$ cat config.mk
export PLATFORM = sky130hd
export DESIGN_NAME = fetch_unit_flat
export DESIGN_NICKNAME = d
export VERILOG_FILES = /design/src/rtl/fetch_unit_if.sv /design/src/rtl/fetch_unit.sv /design/src/flat_wrapper.sv
export SDC_FILE = /design/constraint.sdc
export NUM_CORES = 1
export LEC_CHECK = 0
export CORE_ASPECT_RATIO = 0.8
export CORE_MARGIN = 5
export CORE_UTILIZATION = 30
export DETAILED_ROUTE_END_ITERATION = 16
export PLACE_DENSITY_LB_ADDON = 0.15
export SKIP_CTS_REPAIR_TIMING = 1
export SLEW_MARGIN = 40
export SYNTH_ARGS = -nofsm -noshare
export SYNTH_HDL_FRONTEND = slang
export SYNTH_SLANG_ARGS = --single-unit
$ cat constraint.sdc
create_clock -name clk -period 5.77 [get_ports clk]
set_input_delay 0.8655 -clock clk [delete_from_list [all_inputs] [get_ports clk]]
set_output_delay 0.8655 -clock clk [all_outputs]
set_load 0.03 [all_outputs]
$ cat src/rtl/fetch_unit_if.sv
// fetch_unit_if: instruction-memory request/response, redirect and decode
// handshake signals of the fetch stage.  The optional trap flag exists only
// when FETCH_MISALIGN_TRAP_EN is defined.
interface fetch_unit_if;
  logic        imem_req_valid;
  logic        imem_req_ready;
  logic [31:0] imem_req_addr;
  logic        imem_rsp_valid;
  logic [31:0] imem_rsp_data;
  logic        redirect_valid;
  logic [31:0] redirect_pc;
  logic        inst_valid;
  logic        inst_ready;
  logic [31:0] inst_data;
  logic [31:0] inst_pc;
`ifdef FETCH_MISALIGN_TRAP_EN
  logic        fetch_misaligned;
`endif

  // Fetch unit side
  modport master (
    output imem_req_valid, imem_req_addr,
    input  imem_req_ready,
    input  imem_rsp_valid, imem_rsp_data,
    input  redirect_valid, redirect_pc,
    output inst_valid, inst_data, inst_pc,
    input  inst_ready
`ifdef FETCH_MISALIGN_TRAP_EN
    , output fetch_misaligned
`endif
  );

  // Memory / decode / branch-unit side
  modport slave (
    input  imem_req_valid, imem_req_addr,
    output imem_req_ready,
    output imem_rsp_valid, imem_rsp_data,
    output redirect_valid, redirect_pc,
    input  inst_valid, inst_data, inst_pc,
    output inst_ready
`ifdef FETCH_MISALIGN_TRAP_EN
    , input fetch_misaligned
`endif
  );
endinterface

$ cat src/rtl/fetch_unit.sv
// fetch_unit: RISC-V instruction fetch stage.  Holds the fetch PC, issues
// word reads under a credit limit of DEPTH (outstanding + buffered), tags
// each request with its PC, and buffers responses in an in-order FIFO whose
// head is presented to decode from registers.  A redirect flushes the FIFO
// and marks every in-flight response to be discarded.
// Optional macro FETCH_MISALIGN_TRAP_EN: a misaligned redirect raises
// fetch_misaligned and halts fetch until an aligned redirect or reset.
module fetch_unit #(
  parameter logic [31:0] RESET_PC = 32'h0000_0000,
  parameter int unsigned DEPTH    = 2
) (
  input  logic         clk,
  input  logic         reset,
  fetch_unit_if.master bus
);
  localparam int unsigned AW = (DEPTH > 1) ? $clog2(DEPTH) : 1;
  localparam int unsigned CW = $clog2(DEPTH + 1);
  localparam logic [CW-1:0] CNT_ZERO     = {CW{1'b0}};
  localparam logic [CW-1:0] CNT_ONE      = CW'(32'd1);
  localparam logic [CW:0]   CREDIT_LIMIT = (CW+1)'(DEPTH);
  localparam logic [AW-1:0] PTR_ZERO     = {AW{1'b0}};
  localparam logic [AW-1:0] PTR_ONE      = AW'(32'd1);

  logic [31:0]   fetch_pc_r;
  logic [CW-1:0] outstanding_r;
  logic [CW-1:0] drop_r;
  logic [CW-1:0] fifo_count_r;
  logic [AW-1:0] rd_ptr_r;
  logic [AW-1:0] wr_ptr_r;
  logic [AW-1:0] tag_rd_r;
  logic [AW-1:0] tag_wr_r;
  logic [31:0]   fifo_data_r [DEPTH];
  logic [31:0]   fifo_pc_r   [DEPTH];
  logic [31:0]   tag_pc_r    [DEPTH];
  logic [31:0]   inst_data_r;
  logic [31:0]   inst_pc_r;

  logic          redirect_s;
  logic          redirect_bad_s;
  logic          halted_s;
  logic          credit_s;
  logic          req_valid_s;
  logic          accept_s;
  logic          rsp_s;
  logic          dropping_s;
  logic          push_s;
  logic          pop_s;
  logic [31:0]   redirect_target_s;
  logic [31:0]   tag_head_s;
  logic [AW-1:0] rd_next_s;

  logic [31:0]   fetch_pc_n_s;
  logic [CW-1:0] outstanding_dec_s;
  logic [CW-1:0] outstanding_n_s;
  logic [CW-1:0] drop_n_s;
  logic [CW-1:0] fifo_count_n_s;
  logic [AW-1:0] rd_ptr_n_s;
  logic [AW-1:0] wr_ptr_n_s;
  logic [31:0]   head_data_n_s;
  logic [31:0]   head_pc_n_s;

  assign redirect_s        = bus.redirect_valid;
  assign redirect_target_s = bus.redirect_pc & 32'hFFFF_FFFC;

`ifdef FETCH_MISALIGN_TRAP_EN
  logic misaligned_r;
  assign redirect_bad_s       = redirect_s && (bus.redirect_pc[1:0] != 2'b00);
  assign halted_s             = misaligned_r;
  assign bus.fetch_misaligned = misaligned_r;

  // Trap flag: set by a misaligned redirect, cleared by an aligned one
  always_ff @(posedge clk) begin
    if (reset) begin
      misaligned_r <= 1'b0;
    end else if (redirect_s) begin
      misaligned_r <= redirect_bad_s;
    end
  end
`else
  assign redirect_bad_s = 1'b0;
  assign halted_s       = 1'b0;
`endif

  // Requests are limited so every response always finds a FIFO slot
  assign credit_s    = ({1'b0, outstanding_r} + {1'b0, fifo_count_r}) < CREDIT_LIMIT;
  assign req_valid_s = !reset && !redirect_s && !halted_s && credit_s;
  assign accept_s    = req_valid_s && bus.imem_req_ready;
  assign rsp_s       = bus.imem_rsp_valid;
  assign dropping_s  = (drop_r != CNT_ZERO);
  assign push_s      = rsp_s && !dropping_s && !redirect_s;
  assign pop_s       = (fifo_count_r != CNT_ZERO) && bus.inst_ready && !redirect_s;
  assign tag_head_s  = tag_pc_r[tag_rd_r];
  assign rd_next_s   = rd_ptr_r + PTR_ONE;

  // Next-state for PC, credit/drop counters, FIFO pointers and head registers
  always_comb begin
    fetch_pc_n_s      = fetch_pc_r;
    outstanding_dec_s = outstanding_r;
    outstanding_n_s   = outstanding_r;
    drop_n_s          = drop_r;
    fifo_count_n_s    = fifo_count_r;
    rd_ptr_n_s        = rd_ptr_r;
    wr_ptr_n_s        = wr_ptr_r;
    head_data_n_s     = inst_data_r;
    head_pc_n_s       = inst_pc_r;

    if (rsp_s) begin
      outstanding_dec_s = outstanding_r - CNT_ONE;
    end else begin
      outstanding_dec_s = outstanding_r;
    end

    if (accept_s) begin
      outstanding_n_s = outstanding_dec_s + CNT_ONE;
    end else begin
      outstanding_n_s = outstanding_dec_s;
    end

    if (redirect_s) begin
      // Everything still in flight after this cycle's response is stale
      drop_n_s       = outstanding_dec_s;
      fifo_count_n_s = CNT_ZERO;
      rd_ptr_n_s     = PTR_ZERO;
      wr_ptr_n_s     = PTR_ZERO;
      if (redirect_bad_s) begin
        fetch_pc_n_s = fetch_pc_r;
      end else begin
        fetch_pc_n_s = redirect_target_s;
      end
    end else begin
      if (rsp_s && dropping_s) begin
        drop_n_s = drop_r - CNT_ONE;
      end else begin
        drop_n_s = drop_r;
      end
      if (accept_s) begin
        fetch_pc_n_s = fetch_pc_r + 32'd4;
      end else begin
        fetch_pc_n_s = fetch_pc_r;
      end
      case ({push_s, pop_s})
        2'b10:   fifo_count_n_s = fifo_count_r + CNT_ONE;
        2'b01:   fifo_count_n_s = fifo_count_r - CNT_ONE;
        default: fifo_count_n_s = fifo_count_r;
      endcase
      if (push_s) begin
        wr_ptr_n_s = wr_ptr_r + PTR_ONE;
      end else begin
        wr_ptr_n_s = wr_ptr_r;
      end
      if (pop_s) begin
        rd_ptr_n_s = rd_next_s;
      end else begin
        rd_ptr_n_s = rd_ptr_r;
      end
    end

    // Head registers show next cycle's FIFO head, or hold when it goes empty
    if (fifo_count_n_s == CNT_ZERO) begin
      head_data_n_s = inst_data_r;
      head_pc_n_s   = inst_pc_r;
    end else if (pop_s) begin
      if (fifo_count_r > CNT_ONE) begin
        head_data_n_s = fifo_data_r[rd_next_s];
        head_pc_n_s   = fifo_pc_r[rd_next_s];
      end else begin
        head_data_n_s = bus.imem_rsp_data;
        head_pc_n_s   = tag_head_s;
      end
    end else if (fifo_count_r == CNT_ZERO) begin
      head_data_n_s = bus.imem_rsp_data;
      head_pc_n_s   = tag_head_s;
    end else begin
      head_data_n_s = fifo_data_r[rd_ptr_r];
      head_pc_n_s   = fifo_pc_r[rd_ptr_r];
    end
  end

  // Control state and registered decode outputs
  always_ff @(posedge clk) begin
    if (reset) begin
      fetch_pc_r    <= RESET_PC;
      outstanding_r <= CNT_ZERO;
      drop_r        <= CNT_ZERO;
      fifo_count_r  <= CNT_ZERO;
      rd_ptr_r      <= PTR_ZERO;
      wr_ptr_r      <= PTR_ZERO;
      tag_rd_r      <= PTR_ZERO;
      tag_wr_r      <= PTR_ZERO;
      inst_data_r   <= 32'h0000_0000;
      inst_pc_r     <= 32'h0000_0000;
    end else begin
      fetch_pc_r    <= fetch_pc_n_s;
      outstanding_r <= outstanding_n_s;
      drop_r        <= drop_n_s;
      fifo_count_r  <= fifo_count_n_s;
      rd_ptr_r      <= rd_ptr_n_s;
      wr_ptr_r      <= wr_ptr_n_s;
      inst_data_r   <= head_data_n_s;
      inst_pc_r     <= head_pc_n_s;
      if (accept_s) begin
        tag_wr_r <= tag_wr_r + PTR_ONE;
      end
      if (rsp_s) begin
        tag_rd_r <= tag_rd_r + PTR_ONE;
      end
    end
  end

  // Storage for buffered instructions and request PC tags (no reset needed)
  always_ff @(posedge clk) begin
    if (push_s) begin
      fifo_data_r[wr_ptr_r] <= bus.imem_rsp_data;
      fifo_pc_r[wr_ptr_r]   <= tag_head_s;
    end
    if (accept_s) begin
      tag_pc_r[tag_wr_r] <= fetch_pc_r;
    end
  end

  assign bus.imem_req_valid = req_valid_s;
  assign bus.imem_req_addr  = fetch_pc_r;
  assign bus.inst_valid     = (fifo_count_r != CNT_ZERO);
  assign bus.inst_data      = inst_data_r;
  assign bus.inst_pc        = inst_pc_r;

  fetch_unit_chk #(.DEPTH(DEPTH), .CW(CW)) chk (
    .clk         (clk),
    .reset       (reset),
    .outstanding (outstanding_r),
    .fifo_count  (fifo_count_r),
    .drop        (drop_r)
  );
endmodule

// fetch_unit_chk: occupancy invariants of the fetch stage counters.
module fetch_unit_chk #(
  parameter int unsigned DEPTH = 2,
  parameter int unsigned CW    = 2
) (
  input logic          clk,
  input logic          reset,
  input logic [CW-1:0] outstanding,
  input logic [CW-1:0] fifo_count,
  input logic [CW-1:0] drop
);
  localparam logic [CW-1:0] LIMIT = CW'(DEPTH);

  a_outstanding: assert property (@(posedge clk) disable iff (reset) outstanding <= LIMIT);
  a_fifo_count:  assert property (@(posedge clk) disable iff (reset) fifo_count <= LIMIT);
  a_drop:        assert property (@(posedge clk) disable iff (reset) drop <= outstanding);
endmodule

$ cat src/flat_wrapper.sv
// flat-port wrapper written by rule: the top's interface ports become plain ports
module fetch_unit_flat 
#(
  parameter logic [31:0] RESET_PC = 32'h0000_0000,
  parameter int unsigned DEPTH    = 2
)
  (clk, reset, bus_imem_req_valid, bus_imem_req_addr, bus_imem_req_ready, bus_imem_rsp_valid, bus_imem_rsp_data, bus_redirect_valid, bus_redirect_pc, bus_inst_valid, bus_inst_data, bus_inst_pc, bus_inst_ready);
  fetch_unit_if bus_i ();
  input  logic clk;
  input  logic reset;
  output wire logic [$bits(bus_i.imem_req_valid)-1:0] bus_imem_req_valid;
  output wire logic [$bits(bus_i.imem_req_addr)-1:0] bus_imem_req_addr;
  input wire logic [$bits(bus_i.imem_req_ready)-1:0] bus_imem_req_ready;
  input wire logic [$bits(bus_i.imem_rsp_valid)-1:0] bus_imem_rsp_valid;
  input wire logic [$bits(bus_i.imem_rsp_data)-1:0] bus_imem_rsp_data;
  input wire logic [$bits(bus_i.redirect_valid)-1:0] bus_redirect_valid;
  input wire logic [$bits(bus_i.redirect_pc)-1:0] bus_redirect_pc;
  output wire logic [$bits(bus_i.inst_valid)-1:0] bus_inst_valid;
  output wire logic [$bits(bus_i.inst_data)-1:0] bus_inst_data;
  output wire logic [$bits(bus_i.inst_pc)-1:0] bus_inst_pc;
  input wire logic [$bits(bus_i.inst_ready)-1:0] bus_inst_ready;
  assign bus_imem_req_valid = bus_i.imem_req_valid;
  assign bus_imem_req_addr = bus_i.imem_req_addr;
  assign bus_i.imem_req_ready = bus_imem_req_ready;
  assign bus_i.imem_rsp_valid = bus_imem_rsp_valid;
  assign bus_i.imem_rsp_data = bus_imem_rsp_data;
  assign bus_i.redirect_valid = bus_redirect_valid;
  assign bus_i.redirect_pc = bus_redirect_pc;
  assign bus_inst_valid = bus_i.inst_valid;
  assign bus_inst_data = bus_i.inst_data;
  assign bus_inst_pc = bus_i.inst_pc;
  assign bus_i.inst_ready = bus_inst_ready;
  fetch_unit #(.RESET_PC(RESET_PC), .DEPTH(DEPTH)) u_core (.clk(clk), .reset(reset), .bus(bus_i));
endmodule
# Yosys cells after proc, flatten, opt, wreduce, memory -nomap -nowiden

Memory sizes are Yosys's and may differ from the RTL's. A register that Yosys moved wholly into a read port is not among the register bits.
Index checks and enable logic that the tools add are counted.

Memories kept: 3
Word-level logic and storage cells: 71
Input port bits: 70
Bits in latches: 0
Register bits after elaboration: 106
ROM bits: 0
Output and inout port bits: 98
Memory bits (writable): 192

Memory list:

| name               | words | width | rd ports | clocked after Yosys merged registers in | write ports | RTL line         | RTL |
|---|---|---|---|---|---|---|---|
| u_core.fifo_data_r | 2     | 32    | 2        | 1                                       | 1           | fetch_unit.sv:32 | `logic [31:0] fifo_data_r [DEPTH];` |
| u_core.fifo_pc_r   | 2     | 32    | 2        | 1                                       | 1           | fetch_unit.sv:33 | `logic [31:0] fifo_pc_r [DEPTH];` |
| u_core.tag_pc_r    | 2     | 32    | 1        | 1                                       | 1           | fetch_unit.sv:34 | `logic [31:0] tag_pc_r [DEPTH];` |

Multiply operators: 0
Bitwise operators: 0
Shift-type cells: 0
Add/subtract/negate cells: 11
Div/mod/pow operators: 0
Reduce and logical (&&, ||, !) cells: 18
Equal/unequal tests: 2
Order comparisons: 2
Mux-type cells: 24

Operator list:

| kind                                                                          | count |
|---|---|
| 32-bit 2-to-1 mux                                                             | 8 |
| 32-bit by 3-bit adder with 32-bit output (second input constant)              | 1 |
| 1-bit 2-to-1 mux                                                              | 10 |
| 2-bit 2-to-1 mux                                                              | 5 |
| 1-bit logical AND                                                             | 8 |
| 2-bit nonzero test                                                            | 4 |
| 2-bit by 1-bit subtractor with 2-bit output (second input constant)           | 3 |
| 1-bit adder (second input constant)                                           | 4 |
| 2-bit by 1-bit adder with 2-bit output (second input constant)                | 2 |
| 2-bit logical NOT                                                             | 2 |
| 2-bit one-hot mux with 2 select lines                                         | 1 |
| 2-bit by 2-bit adder with 3-bit output                                        | 1 |
| 1-bit logical NOT                                                             | 3 |
| 3-bit by 2-bit less-than comparator with 1-bit output (second input constant) | 1 |
| 2-bit by 1-bit equality test with 1-bit output (second input constant)        | 1 |
| 2-bit equality test (second input constant)                                   | 1 |
| 2-bit by 1-bit > comparator with 1-bit output (second input constant)         | 1 |
| 2-bit OR reduction                                                            | 1 |

# Logic depth before layout (Yosys ltp)

Depth after elaboration: 8
Gate-level depth with buffers: 11

# Least setup slack after synthesis

OpenSTA, ideal clock, no wires.

Path kind: input port to flip-flop
Start: in bus_redirect_valid
End: mem u_core.fifo_data_r[0][0], enable pin
Data arrival time: 3.938 ns
Data required time: 5.288 ns
Setup slack: 1.350 ns
Stages: 4
Path through: buf_2 inv_1 nand3_1 nor2_1

Longest elaborated chain between the ends: 4

Ends and longest elaborated chain:

| item                                   | RTL line           | RTL |
|---|---|---|
| from (decl)                            | flat_wrapper.sv:16 | `input wire logic [$bits(bus_i.redirect_valid)-1:0] bus_redirect_valid;` |
| 1-bit logical NOT                      | fetch_unit.sv:90   | `assign push_s = rsp_s && !dropping_s && !redirect_s;` |
| 1-bit logical AND                      | fetch_unit.sv:90   |  |
| 1-bit 2-to-1 mux                       | fetch_unit.sv:212  | `if (push_s) begin` |
| 1-bit 2-to-1 mux (implied by the code) | fetch_unit.sv:213  | `fifo_data_r[wr_ptr_r] <= bus.imem_rsp_data;` |
| to (decl)                              | fetch_unit.sv:32   |  |

Every way passes these cells.

# Final worst setup path

Start: reg u_core.fifo_count_r[0]
End: out bus_imem_req_valid

Longest elaborated chain between the ends: 3

Ends and longest elaborated chain:

| item                                                  | RTL line           | RTL |
|---|---|---|
| from (decl)                                           | fetch_unit.sv:27   | `logic [CW-1:0] fifo_count_r;` |
| from (signal assigned)                                | fetch_unit.sv:196  | `fifo_count_r <= fifo_count_n_s;` |
| 2-bit by 2-bit adder with 3-bit output                | fetch_unit.sv:85   | `assign credit_s = ({1'b0, outstanding_r} + {1'b0, fifo_count_r}) < CREDIT_LIMIT;` |
| 3-bit by 2-bit less-than comparator with 1-bit output | fetch_unit.sv:85   |  |
| 1-bit logical AND                                     | fetch_unit.sv:86   | `assign req_valid_s = !reset && !redirect_s && !halted_s && credit_s;` |
| to (decl)                                             | flat_wrapper.sv:11 | `output wire logic [$bits(bus_i.imem_req_valid)-1:0] bus_imem_req_valid;` |

Every way passes these cells.

==> impl_metrics.xml <==
<?xml version="1.0" encoding="UTF-8"?>
<metrics>
  <group name="synth">
    <metric name="mappedNetlistArea" unit="um^2">12100</metric>
    <metric name="yosysWarningCount" unit="">0</metric>
    <metric name="synth_seq_area_share" unit="">0.6286</metric>
    <metric name="yosys.cell_count.top_type" unit="">sky130_fd_sc_hd__edfxtp_1</metric>
    <metric name="synth_ff_type" unit="">sky130_fd_sc_hd__edfxtp_1</metric>
    <metric name="postSynth.asyncResetShare" unit="">0</metric>
    <metric name="syn-mean-instance-area" unit="um^2">12.71</metric>
    <metric name="synthDominantAreaCellType" unit="">sky130_fd_sc_hd__edfxtp_1</metric>
    <metric name="post-synth-top-area-fraction" unit="">0.4566</metric>
    <metric name="synth.lib_cells_used.distinct" unit="">57</metric>
    <metric name="synth.top_cells.by_count" unit="">184 x sky130_fd_sc_hd__edfxtp_1, 104 x sky130_fd_sc_hd__dfxtp_1, 97 x sky130_fd_sc_hd__nor2_1</metric>
    <metric name="synth_area_leaders" unit="">sky130_fd_sc_hd__edfxtp_1 46%, sky130_fd_sc_hd__dfxtp_1 17%, sky130_fd_sc_hd__mux2i_1 5.0%</metric>
    <metric name="synth_seq_cells" unit="">288</metric>
    <metric name="synth_edf_count" unit="">184</metric>
    <metric name="syn_inst" unit="">952</metric>
  </group>
  <group name="route">
    <metric name="postRouteAntennaNets" unit="">0</metric>
    <metric name="detail_route.drc_violations" unit="">0</metric>
    <metric name="drt_iter0_markers" unit="">376</metric>
    <metric name="detailroute.via_count" unit="">8307</metric>
    <metric name="post_drt_wl_per_cell" unit="um">19.88</metric>
    <metric name="postRouteWirelength" unit="mm">32.85</metric>
    <metric name="avgViaCountPerCell" unit="">5.028</metric>
    <metric name="drt_pre_antenna_iters" unit="">5</metric>
  </group>
  <group name="timing">
    <metric name="hold_violations" unit="">0</metric>
    <metric name="tns" unit="ns">0</metric>
    <metric name="max_clock_freq" unit="MHz">267.4</metric>
    <metric name="hold_ws" unit="ns">0.4948</metric>
    <metric name="unrepaired_setup_endpoints_after_global_routing" unit="">no</metric>
    <metric name="slew_headroom" unit="">0.4542</metric>
    <metric name="max_slew.worst_pin.slew" unit="ns">0.8187</metric>
    <metric name="finalSetupViolations" unit="">0</metric>
    <metric name="final_period_minus_worst_setup_slack" unit="ns">3.739</metric>
    <metric name="fin_worst_skew" unit="ns">0.01929</metric>
    <metric name="finalCritPeriodShare" unit="">0.6481</metric>
    <metric name="timing.final.max_slew_violations" unit="">0</metric>
  </group>
  <group name="worst_hold_path">
    <metric name="hp-class" unit="">flop to flop</metric>
  </group>
  <group name="global_route">
    <metric name="total_grt_overflow" unit="">0</metric>
    <metric name="antenna_found_initial" unit="">0</metric>
    <metric name="grt_max_degree" unit="">125</metric>
    <metric name="grt_pass1_wl" unit="mm">50.34</metric>
    <metric name="grt.total_usage" unit="">0.1447</metric>
    <metric name="number_of_global_route_vias_before_repair" unit="">8513</metric>
  </group>
  <group name="power_and_ir_drop">
    <metric name="leakagePower" unit="nW">4.910</metric>
    <metric name="power.ir.vdd_worst" unit="mV">0.1697</metric>
    <metric name="power-per-cell-area" unit="nW/um^2">337.1</metric>
  </group>
  <group name="layout">
    <metric name="design.final.nets" unit="">1168</metric>
    <metric name="instances_no_fill" unit="">1652</metric>
    <metric name="area.sequential" unit="um^2">7614</metric>
    <metric name="area_delta_synth_final" unit="%">27.27</metric>
    <metric name="fillers" unit="">3870</metric>
    <metric name="multi_input_area" unit="um^2">4172</metric>
    <metric name="fraction_of_final_layout_cells_sized_beyond_drive_strength_1" unit="">0.1111</metric>
    <metric name="antennaDiodeCount" unit="">0</metric>
  </group>
  <group name="clocking">
    <metric name="tritoncts" unit="">built</metric>
    <metric name="clock_latency" unit="ns">0.52</metric>
    <metric name="root_buffer" unit="">sky130_fd_sc_hd__clkbuf_16</metric>
    <metric name="cts.reportedPaths.clkPinSlew" unit="ns">0.06</metric>
    <metric name="clk_path_buf_depth" unit="">3</metric>
    <metric name="cts_inserted_buffers" unit="">34</metric>
    <metric name="cts_sinks" unit="">288</metric>
    <metric name="cts.htree.levels" unit="">2</metric>
  </group>
  <group name="outcome">
    <metric name="status" unit="">complete, no violations</metric>
  </group>
  <group name="placement">
    <metric name="dp_cells" unit="">1591</metric>
    <metric name="buffer_ports.inserted" unit="">161</metric>
    <metric name="finalWeightedCongestion" unit="">0.7562</metric>
    <metric name="post-dp-hpwl" unit="mm">20.08</metric>
  </group>
  <group name="worst_setup_path">
    <metric name="timing.critical_path.slowest_cell_delay" unit="ns">0.78</metric>
    <metric name="cp_slowest_cell" unit="">sky130_fd_sc_hd__clkdlybuf4s50_1</metric>
    <metric name="critPathLaunchType" unit="">flop</metric>
    <metric name="critical_path_buffer_and_inverter_count" unit="">1</metric>
    <metric name="critical_path.cell_chain" unit="">and2_1, fa_1, nor4_4, clkdlybuf4s50_1</metric>
    <metric name="worstSetupEndpointType" unit="">primary output</metric>
    <metric name="timing.critical_path.arrival" unit="ns">2.87</metric>
    <metric name="worst_path_dominant_cell_family" unit="">buffers and inverters</metric>
    <metric name="critical_path_class" unit="">flop to primary output</metric>
    <metric name="worstPathMaxFanout" unit="">6</metric>
    <metric name="cp.required" unit="ns">4.90</metric>
  </group>
  <group name="floorplanning">
    <metric name="rows" unit="">65</metric>
    <metric name="die_width" unit="um">234.6</metric>
    <metric name="floorplan.die_area" unit="um^2">44480</metric>
    <metric name="height_of_the_chip" unit="um">189.6</metric>
    <metric name="io_pins" unit="">168</metric>
    <metric name="placeableCoreArea" unit="um^2">39690</metric>
    <metric name="initial_core_util" unit="">0.3049</metric>
  </group>
  <group name="run">
    <metric name="drv_cap" unit="">0</metric>
  </group>
</metrics>
report_power, final:
part | switching [mW] | total, mW | internal [mW]
registers | 0.0828 | 2.39 | 2.30
clock network | 0.831 | 2.18 | 1.35
logic | 0.360 | 0.623 | 0.263
total | 1.27 | 5.19 | 3.92
layout make-up:
class / count / share of cell area
clock buffers: 50 / 0.06588
repair buffers: 178 / 0.1137
flip-flops and latches: 288 / 0.4943
well taps: 536 / 0.04354
multi-input cells: 576 / 0.2708
clock inverters: 11 / 0.008530
inverters: 13 / 0.003168
worst reg2reg max path: stages, from the launching register on:
cell and delay (ns):
sky130_fd_sc_hd__dfxtp_1 0.41, sky130_fd_sc_hd__and2_1 0.17, sky130_fd_sc_hd__fa_1 0.45, sky130_fd_sc_hd__nor4_4 0.55
sky130_fd_sc_hd__and2_1 0.63, sky130_fd_sc_hd__nor2_1 0.27, sky130_fd_sc_hd__a221oi_1 0.30, sky130_fd_sc_hd__nor2_1 0.06
placed cells by master, fill, tap and decap left out, types with 10 or more instances in the layout:
master / n
sky130_fd_sc_hd__nand3_1: 15
sky130_fd_sc_hd__clkbuf_16: 37
sky130_fd_sc_hd__mux2i_1: 60
sky130_fd_sc_hd__a21oi_1: 15
sky130_fd_sc_hd__a22oi_1: 63
sky130_fd_sc_hd__a31oi_1: 11
sky130_fd_sc_hd__clkdlybuf4s50_1: 159
sky130_fd_sc_hd__xnor2_1: 11
sky130_fd_sc_hd__a22o_1: 32
sky130_fd_sc_hd__o22ai_1: 37
sky130_fd_sc_hd__nand4_1: 10
sky130_fd_sc_hd__nor2_1: 94
sky130_fd_sc_hd__edfxtp_1: 184
sky130_fd_sc_hd__mux2_2: 33
sky130_fd_sc_hd__a211oi_1: 67
sky130_fd_sc_hd__and2_1: 11
sky130_fd_sc_hd__buf_4: 15
sky130_fd_sc_hd__dfxtp_1: 101
sky130_fd_sc_hd__nand2_1: 19
sky130_fd_sc_hd__inv_1: 12
sky130_fd_sc_hd__o21ai_0: 11
final timing paths:
| kind | start | cells past startpoint | slack, ns | to |
|---|---|---|---|---|
| min | u_core.bus.inst_data[18] | 2 | 0.49 | u_core.bus.inst_data[18] |
| max reg2reg | u_core.fifo_count_r[0] | 7 | 2.80 | u_core.bus.imem_req_addr[2] |
| max | u_core.fifo_count_r[0] | 4 | 2.03 | bus_imem_req_valid |
| min reg2reg | u_core.bus.inst_data[18] | 2 | 0.49 | u_core.bus.inst_data[18] |
sequential cells by signal (all words and copies together), names as in the netlist, 2 cells and up, named ones only:
signal,count
u_core.bus.imem_req_addr,30
u_core.bus.inst_data,32
u_core.bus.inst_pc,30
u_core.drop_r,2
u_core.fifo_count_r,2
u_core.fifo_data_r,64
u_core.fifo_pc_r,60
u_core.outstanding_r,2
u_core.tag_pc_r,60
metrics by stage:
stage	power (mW)	cell area [um^2]	util	worst slack (ns)
finish	5.193	15400	0.3881	2.031
global route	5.415	15400	0.3881	1.907
CTS	5.276	15400	0.3879	1.984
detailed placement	3.061	14250	0.3590	2.138
global placement	3.056	14240	0.3587	2.148
floorplan	2.788	12110	-	1.350
kinds of logic (layout without fill, tap and decap cells):
group | after synthesis | in the layout | synth area share
DFF | 288 | 288 | 0.6286
and+or+nand+nor | 193 | 193 | 0.08023
other | 1 | 4 | 0.0003099
buffers and inverters | 91 | 252 | 0.03298
adders and majority gates | 7 | 7 | 0.007858
muxes | 93 | 93 | 0.08034
xor gates and xnor gates | 19 | 19 | 0.01375
AOI/OAI and AO/OA | 260 | 260 | 0.1559
layer usage:
layer,part of all wire,global-route usage,wire [um],vias to the layer above
li1,-,-,-,3989
met1,0.49,0.2087,16160,4083
met2,0.44,0.2225,14520,180
met3,0.041,0.02775,1355,55
met4,0.025,0.04175,811,0
met5,0,0,0,-
(Power assumes the default switching activity.)
